File: config.mk
export PLATFORM = sky130hd
export DESIGN_NAME = pkt_tx_builder
export DESIGN_NICKNAME = d
export VERILOG_FILES = /design/src/rtl/pkt_pkg.sv /design/src/rtl/pkt_tx_builder.sv
export SDC_FILE = /design/constraint.sdc
export NUM_CORES = 1
export LEC_CHECK = 0
export ABC_CLOCK_PERIOD_IN_PS = 2700
export CAP_MARGIN = 20
export CORE_AREA = 8 8 116 118
export DETAILED_ROUTE_END_ITERATION = 10
export DIE_AREA = 0 0 124 126
export PLACE_DENSITY = 0.78
export SETUP_SLACK_MARGIN = 0.15
export SLEW_MARGIN = 10
export SYNTH_ARGS = -nofsm -noshare
export SYNTH_HDL_FRONTEND = slang
export SYNTH_SLANG_ARGS = --single-unit
File: constraint.sdc
create_clock -name clk -period 2.7 [get_ports clk]
set_input_delay 0.675 -clock clk [delete_from_list [all_inputs] [get_ports clk]]
set_output_delay 0.675 -clock clk [all_outputs]
set_load 0.02 [all_outputs]
File: src/rtl/pkt_pkg.sv
// ----------------------------------------------------------------------------
// pkt_pkg
// Purpose : Constants shared by the packet transmit builder and the receive
//           side: packet type codes, packet lengths in bytes (type and
//           checksum bytes included), byte index width and the builder FSM
//           state encoding.
// Ports   : none (package)
// ----------------------------------------------------------------------------
package pkt_pkg;

   localparam logic [7:0] PKT_HB   = 8'h01;
   localparam logic [7:0] PKT_QADV = 8'h02;

   localparam int unsigned HB_LEN   = 6;
   localparam int unsigned QADV_LEN = 14;

   localparam int unsigned BYTE_IDX_W = 4;
   localparam int unsigned NUM_FIELDS = 6;

   typedef enum logic [1:0] {
      IDLE = 2'd0,
      SEND = 2'd1,
      CSUM = 2'd2,
      DONE = 2'd3
   } pktState_t;

   // True for the packet codes the builder knows how to send.
   function automatic logic isValidType(input logic [7:0] code);
      return (code == PKT_HB) || (code == PKT_QADV);
   endfunction

endpackage

File: src/rtl/pkt_tx_builder.sv
// ----------------------------------------------------------------------------
// pkt_tx_builder
// Purpose : On a start request, latches this node's fields and streams a
//           packet out one byte at a time under a valid/ready handshake:
//           type byte, fields MSB-first, then an XOR checksum byte.
//           HB carries nodeID and hops; QADV carries all six fields.
// Ports   :
//   clk, rst          clock, synchronous active-high reset
//   start             one-cycle build request (ignored while busy)
//   pktType           packet code, sampled with start
//   my*               node fields (WORD_WIDTH each), sampled with start
//   txReady           downstream accepts txData this cycle
//   txData / txValid  outgoing byte and its qualifier
//   txLast            marks the checksum byte
//   busy              packet in progress (SEND, CSUM, DONE)
//   done              one-cycle pulse after the checksum byte is accepted
//   err               one-cycle pulse for start with an invalid pktType
// Outputs are decoded from registered state only, so they are glitch-free
// with respect to the inputs and hold steady while txReady is low.
// ----------------------------------------------------------------------------
module pkt_tx_builder
   import pkt_pkg::*;
#(
   parameter int unsigned WORD_WIDTH = 16,
   parameter int unsigned MEM_WIDTH  = 8
) (
   input  logic                  clk,
   input  logic                  rst,
   input  logic                  start,
   input  logic [7:0]            pktType,
   input  logic [WORD_WIDTH-1:0] myNodeID,
   input  logic [WORD_WIDTH-1:0] myHops,
   input  logic [WORD_WIDTH-1:0] myQValue,
   input  logic [WORD_WIDTH-1:0] myEnergy,
   input  logic [WORD_WIDTH-1:0] myHopsFromCH,
   input  logic [WORD_WIDTH-1:0] myChosenCH,
   input  logic                  txReady,
   output logic [MEM_WIDTH-1:0]  txData,
   output logic                  txValid,
   output logic                  txLast,
   output logic                  busy,
   output logic                  done,
   output logic                  err
);

   localparam int unsigned BYTES_PER_FIELD = WORD_WIDTH / MEM_WIDTH;
   localparam int unsigned FIELD_VEC_W     = NUM_FIELDS * WORD_WIDTH;
   localparam int unsigned MAX_FIELD_BYTES = NUM_FIELDS * BYTES_PER_FIELD;

   pktState_t state;
   pktState_t stateNext;

   logic [7:0]            typeQ;
   logic [WORD_WIDTH-1:0] nodeIdQ;
   logic [WORD_WIDTH-1:0] hopsQ;
   logic [WORD_WIDTH-1:0] qValueQ;
   logic [WORD_WIDTH-1:0] energyQ;
   logic [WORD_WIDTH-1:0] hopsFromChQ;
   logic [WORD_WIDTH-1:0] chosenChQ;

   logic [BYTE_IDX_W-1:0] byteIdx;
   logic [MEM_WIDTH-1:0]  csumQ;
   logic                  errQ;

   logic                  loadEn;
   logic                  errNext;
   logic                  xfer;
   logic [BYTE_IDX_W-1:0] lastFieldIdx;
   logic [FIELD_VEC_W-1:0] fieldVec;
   logic [MEM_WIDTH-1:0]  fieldByte;

   // Fields in transmit order; an HB packet simply stops after the first two.
   assign fieldVec = {nodeIdQ, hopsQ, qValueQ, energyQ, hopsFromChQ, chosenChQ};

   // Index of the final field byte: packet length minus type and checksum.
   assign lastFieldIdx = (typeQ == PKT_HB) ? BYTE_IDX_W'(HB_LEN - 2)
                                           : BYTE_IDX_W'(QADV_LEN - 2);

   assign xfer = txValid && txReady;

   // Next-state logic.
   always_comb begin
      stateNext = state;
      loadEn    = 1'b0;
      errNext   = 1'b0;
      case (state)
         IDLE: begin
            if (start) begin
               if (isValidType(pktType)) begin
                  loadEn    = 1'b1;
                  stateNext = SEND;
               end else begin
                  errNext = 1'b1;
               end
            end
         end
         SEND: begin
            if (txReady && (byteIdx == lastFieldIdx)) begin
               stateNext = CSUM;
            end
         end
         CSUM: begin
            if (txReady) begin
               stateNext = DONE;
            end
         end
         DONE: begin
            stateNext = IDLE;
         end
         default: begin
            stateNext = IDLE;
         end
      endcase
   end

   // Byte mux: index 0 is the type byte, index k>0 is field byte k-1.
   always_comb begin
      fieldByte = '0;
      if (byteIdx == '0) begin
         fieldByte = MEM_WIDTH'(typeQ);
      end
      for (int i = 0; i < int'(MAX_FIELD_BYTES); i++) begin
         if (byteIdx == BYTE_IDX_W'(i + 1)) begin
            fieldByte = fieldVec[FIELD_VEC_W - 1 - i * MEM_WIDTH -: MEM_WIDTH];
         end
      end
   end

   // Output decode from registered state.
   always_comb begin
      txValid = 1'b0;
      txLast  = 1'b0;
      txData  = '0;
      busy    = (state != IDLE);
      done    = (state == DONE);
      err     = errQ;
      case (state)
         SEND: begin
            txValid = 1'b1;
            txData  = fieldByte;
         end
         CSUM: begin
            txValid = 1'b1;
            txLast  = 1'b1;
            txData  = csumQ;
         end
         default: begin
            txValid = 1'b0;
         end
      endcase
   end

   // State, latched fields, byte index and running checksum.
   always_ff @(posedge clk) begin
      if (rst) begin
         state       <= IDLE;
         errQ        <= 1'b0;
         typeQ       <= '0;
         nodeIdQ     <= '0;
         hopsQ       <= '0;
         qValueQ     <= '0;
         energyQ     <= '0;
         hopsFromChQ <= '0;
         chosenChQ   <= '0;
         byteIdx     <= '0;
         csumQ       <= '0;
      end else begin
         state <= stateNext;
         errQ  <= errNext;
         if (loadEn) begin
            typeQ       <= pktType;
            nodeIdQ     <= myNodeID;
            hopsQ       <= myHops;
            qValueQ     <= myQValue;
            energyQ     <= myEnergy;
            hopsFromChQ <= myHopsFromCH;
            chosenChQ   <= myChosenCH;
            byteIdx     <= '0;
            csumQ       <= '0;
         end else if (xfer) begin
            // Longest packet ends at index 13, so the 4-bit index never wraps.
            byteIdx <= byteIdx + BYTE_IDX_W'(1);
            csumQ   <= csumQ ^ txData;
         end
      end
   end

endmodule

==> flow_summary.ini <==
[synthesis]
syn-num-nets = 865
synth_area_um2 = 5760
synthArstFlopShare = 0
avgSynthCellArea_um2 = 7.70
synth_top_area_cell = dfxtp_1
seq_area_frac_synth = 0.414
synth_edf_count = 0
synth_area_leaders = dfxtp_1 (41%), nand2_1 (14%), a21oi_1 (11%)
yosys_most_used_dff = dfxtp_1
netlist.area_leader.share = 0.414
synthCells = 748
synth_seq_cells = 119
ys_warn_count = 0
yosysUniqueCellTypes = 57

[detailed_routing]
viasPerCell = 5.69
drt_iter0_drc = 440
totalWireLength_um = 18800
detail_route.wl_per_cell_um = 17.9
ant_nets = 0
route.vias.total = 5968
first_pass_iters = 6
drcViolationCount = 0

[cells_and_area]
multi_input_area_um2 = 3260
layout_commonest_cell = nand2_1
instances_no_fill = 1049
num_antenna_cells = 0
areaGrowthSynthToFinish_pct = 43.4
nets = 1006
n_fill_cell = 944
drive_above_1_share = 0.176
final_cell_mix = nand2_1 (215), a21oi_1 (124), dfxtp_1 (117)
fin_util = 0.705
register_area_um2 = 2390

[timing]
rsz0062_at_grt = true
setup_viol = 8
fmax_ghz = 0.327
hold_violations = 0
worst_slew_margin_rel = 0.655
finalMaxSlewViolations = 0
fin_crit_sh = 1.13
tns_ps = -2610
fin_skew_ps = 6.42
period_needed_ps = 3060
fin_ws_ps = -358
worstMarginPinSlew_ps = 517

[setup_path]
cp.arrival_ps = 2380
critPathCaptureType = output pin
crit_chain = ha_2, or3_4, a211o_1, a221oi_2, o21ai_2, nor2_2, buf_4
crit_path_start_kind = register
slowest_delay_ps = 390
critPathBufInv = 1
crit_type = register to output pin
critPathSlowestCell = or3_4
required_ps = 2030
path_max_fanout = 8
cp_top_family = compound AO/OA/AOI/OAI gates

[floorplanning]
core_area_um2 = 11700
die_x_um = 124
ios = 121
initial_core_util = 0.492
rows = 40
die_height_um = 126
fp.dieArea_um2 = 15600

[job]
cap_viol_max_count = 0

[grt]
gr-total-overflow = 0
grt_max_degree = 60
grt_pass1_vias = 5766
grt_pass1_wl_um = 29900
grt.total_usage = 0.242
antenna_found_initial = 0

[pwr]
seqPwrFrac = 0.363
leakagePower_nw = 2.88
p_sw_frac = 0.292
peakVddDrop_uv = 544
comb_power_share = 0.212
p_sw_w = 0.00145
pwr-share-clk = 0.424
p_per_area_nw_per_um2 = 600
intPower_w = 0.00351

[run_status]
failed_checks = setup timing
status = complete, but fails checks

[cts]
clk-insertion-delay-late_ps = 410
h-tree-depth = 4
cts_buffers = 17
cts.reportedPaths.clkPinSlew_ps = 60
cts-root-buf = clkbuf_16
cts_buffer_depth = 2
cts.sinks = 119
tritoncts = done

[place]
place_hpwl_um = 13900
dp_cells = 1011
gp_congestion = 0.868
port_buffers = 120

[worst_hold_path]
holdCritPathClass = register to register
==> layer usage <==
layer	track usage	routed length, um	vias up
met5	0	0	-
met4	0.0714	219	0
li1	-	-	2899
met3	0.0550	1280	16
met2	0.378	8780	199
met1	0.323	8540	2854
==> synth_stat cells, drive strengths merged (2+ instances only) <==
master and instances:
nand2 215, a21oi 127, dfxtp 119, clkbuf 33, buf 28, a211o 19, inv 17, nor2 16
o21ai 15, and4b 12, nand3b 11, nor2b 10, a221oi 9, ha 9, a31oi 8, nor3b 8
a22o 7, a22oi 7, o221ai 7, or3 7, and2 6, nand3 6, o2111ai 6, o22ai 6
nand2b 5, xnor2 4, and3 3, nor3 3, a211oi 2, nand4b 2, nor4 2, o31ai 2
or2 2, or4 2
==> path summary, 6_finish.rpt <==
| kind | start | end | slack (ps) | cells past startpoint |
|---|---|---|---|---|
| max | byteIdx[0] | txData[0] | -360 | 7 |
| min | energyQ[10] | energyQ[10] | 460 | 2 |
| max reg2reg | byteIdx[0] | csumQ[5] | 210 | 9 |
| min reg2reg | energyQ[10] | energyQ[10] | 460 | 2 |
==> metrics by stage <==
step | total power (W) | instance area [um2] | hold WS [ps] | setup slack (ps)
after detailed placement | 0.00279 | 7430 | 446 | -644
after global routing | 0.00514 | 8260 | 471 | -457
after global placement | 0.00277 | 7430 | 444 | -580
final | 0.00496 | 8260 | 455 | -358
after floorplan | 0.00232 | 5790 | 432 | 107
after CTS | 0.00496 | 8180 | 455 | -374
==> logic make-up after synthesis <==
| logic type | after synthesis | synth area share |
|---|---|---|
| flip-flops | 119 | 0.414 |
| buffers and inverters | 78 | 0.0584 |
| multiplexers | 1 | 0.00174 |
| AO/OA/AOI/OAI | 222 | 0.244 |
| XOR/XNOR | 5 | 0.00760 |
| adder cells (fa/ha/maj) | 9 | 0.0195 |
| AND/OR/NAND/NOR | 314 | 0.255 |
==> power groups by stage <==
stage / Combinational, W / Sequential [W] / Clock, W
2_1_floorplan: 0.000488 / 0.00183 / 0
3_3_place_gp: 0.000938 / 0.00183 / 0
3_5_place_dp: 0.000959 / 0.00183 / 0
4_1_cts: 0.00103 / 0.00180 / 0.00213
5_1_grt: 0.00112 / 0.00180 / 0.00222
6_report: 0.00105 / 0.00180 / 0.00210
==> worst register-to-register path, cell delays in order (launching register included) <==
cell and delay, ps:
dfxtp_4 370, ha_2 250, or3_4 390, a211o_1 270, a221oi_2 260, o21ai_2 140, buf_4 150, buf_4 120
or3_1 340, a21oi_1 140
==> layout make-up <==
cell class	instances	area share
clock buffer	18	0.0532
clock inverter	14	0.0138
inverter	17	0.00833
multi-input combinational	551	0.395
sequential	119	0.289
tap	147	0.0223
timing repair buffer	183	0.218
==> sequential cells by signal, summed over array words and instances, names as in the netlist <==
| name | count |
|---|---|
| chosenChQ | 16 |
| energyQ | 16 |
| hopsFromChQ | 16 |
| hopsQ | 16 |
| nodeIdQ | 16 |
| qValueQ | 16 |
| csumQ | 8 |
| typeQ | 8 |
| byteIdx | 4 |
| state | 2 |
| err | 1 |
==> what timing repair did <==
item,in CTS,in global routing
gates resized for setup,83,9
gates cloned,1,1
hold buffers,0,0
pin swaps,17,10
endpoints found under the setup margin,12,28
setup buffers,2,2
Power figures use the tool's default switching activity.
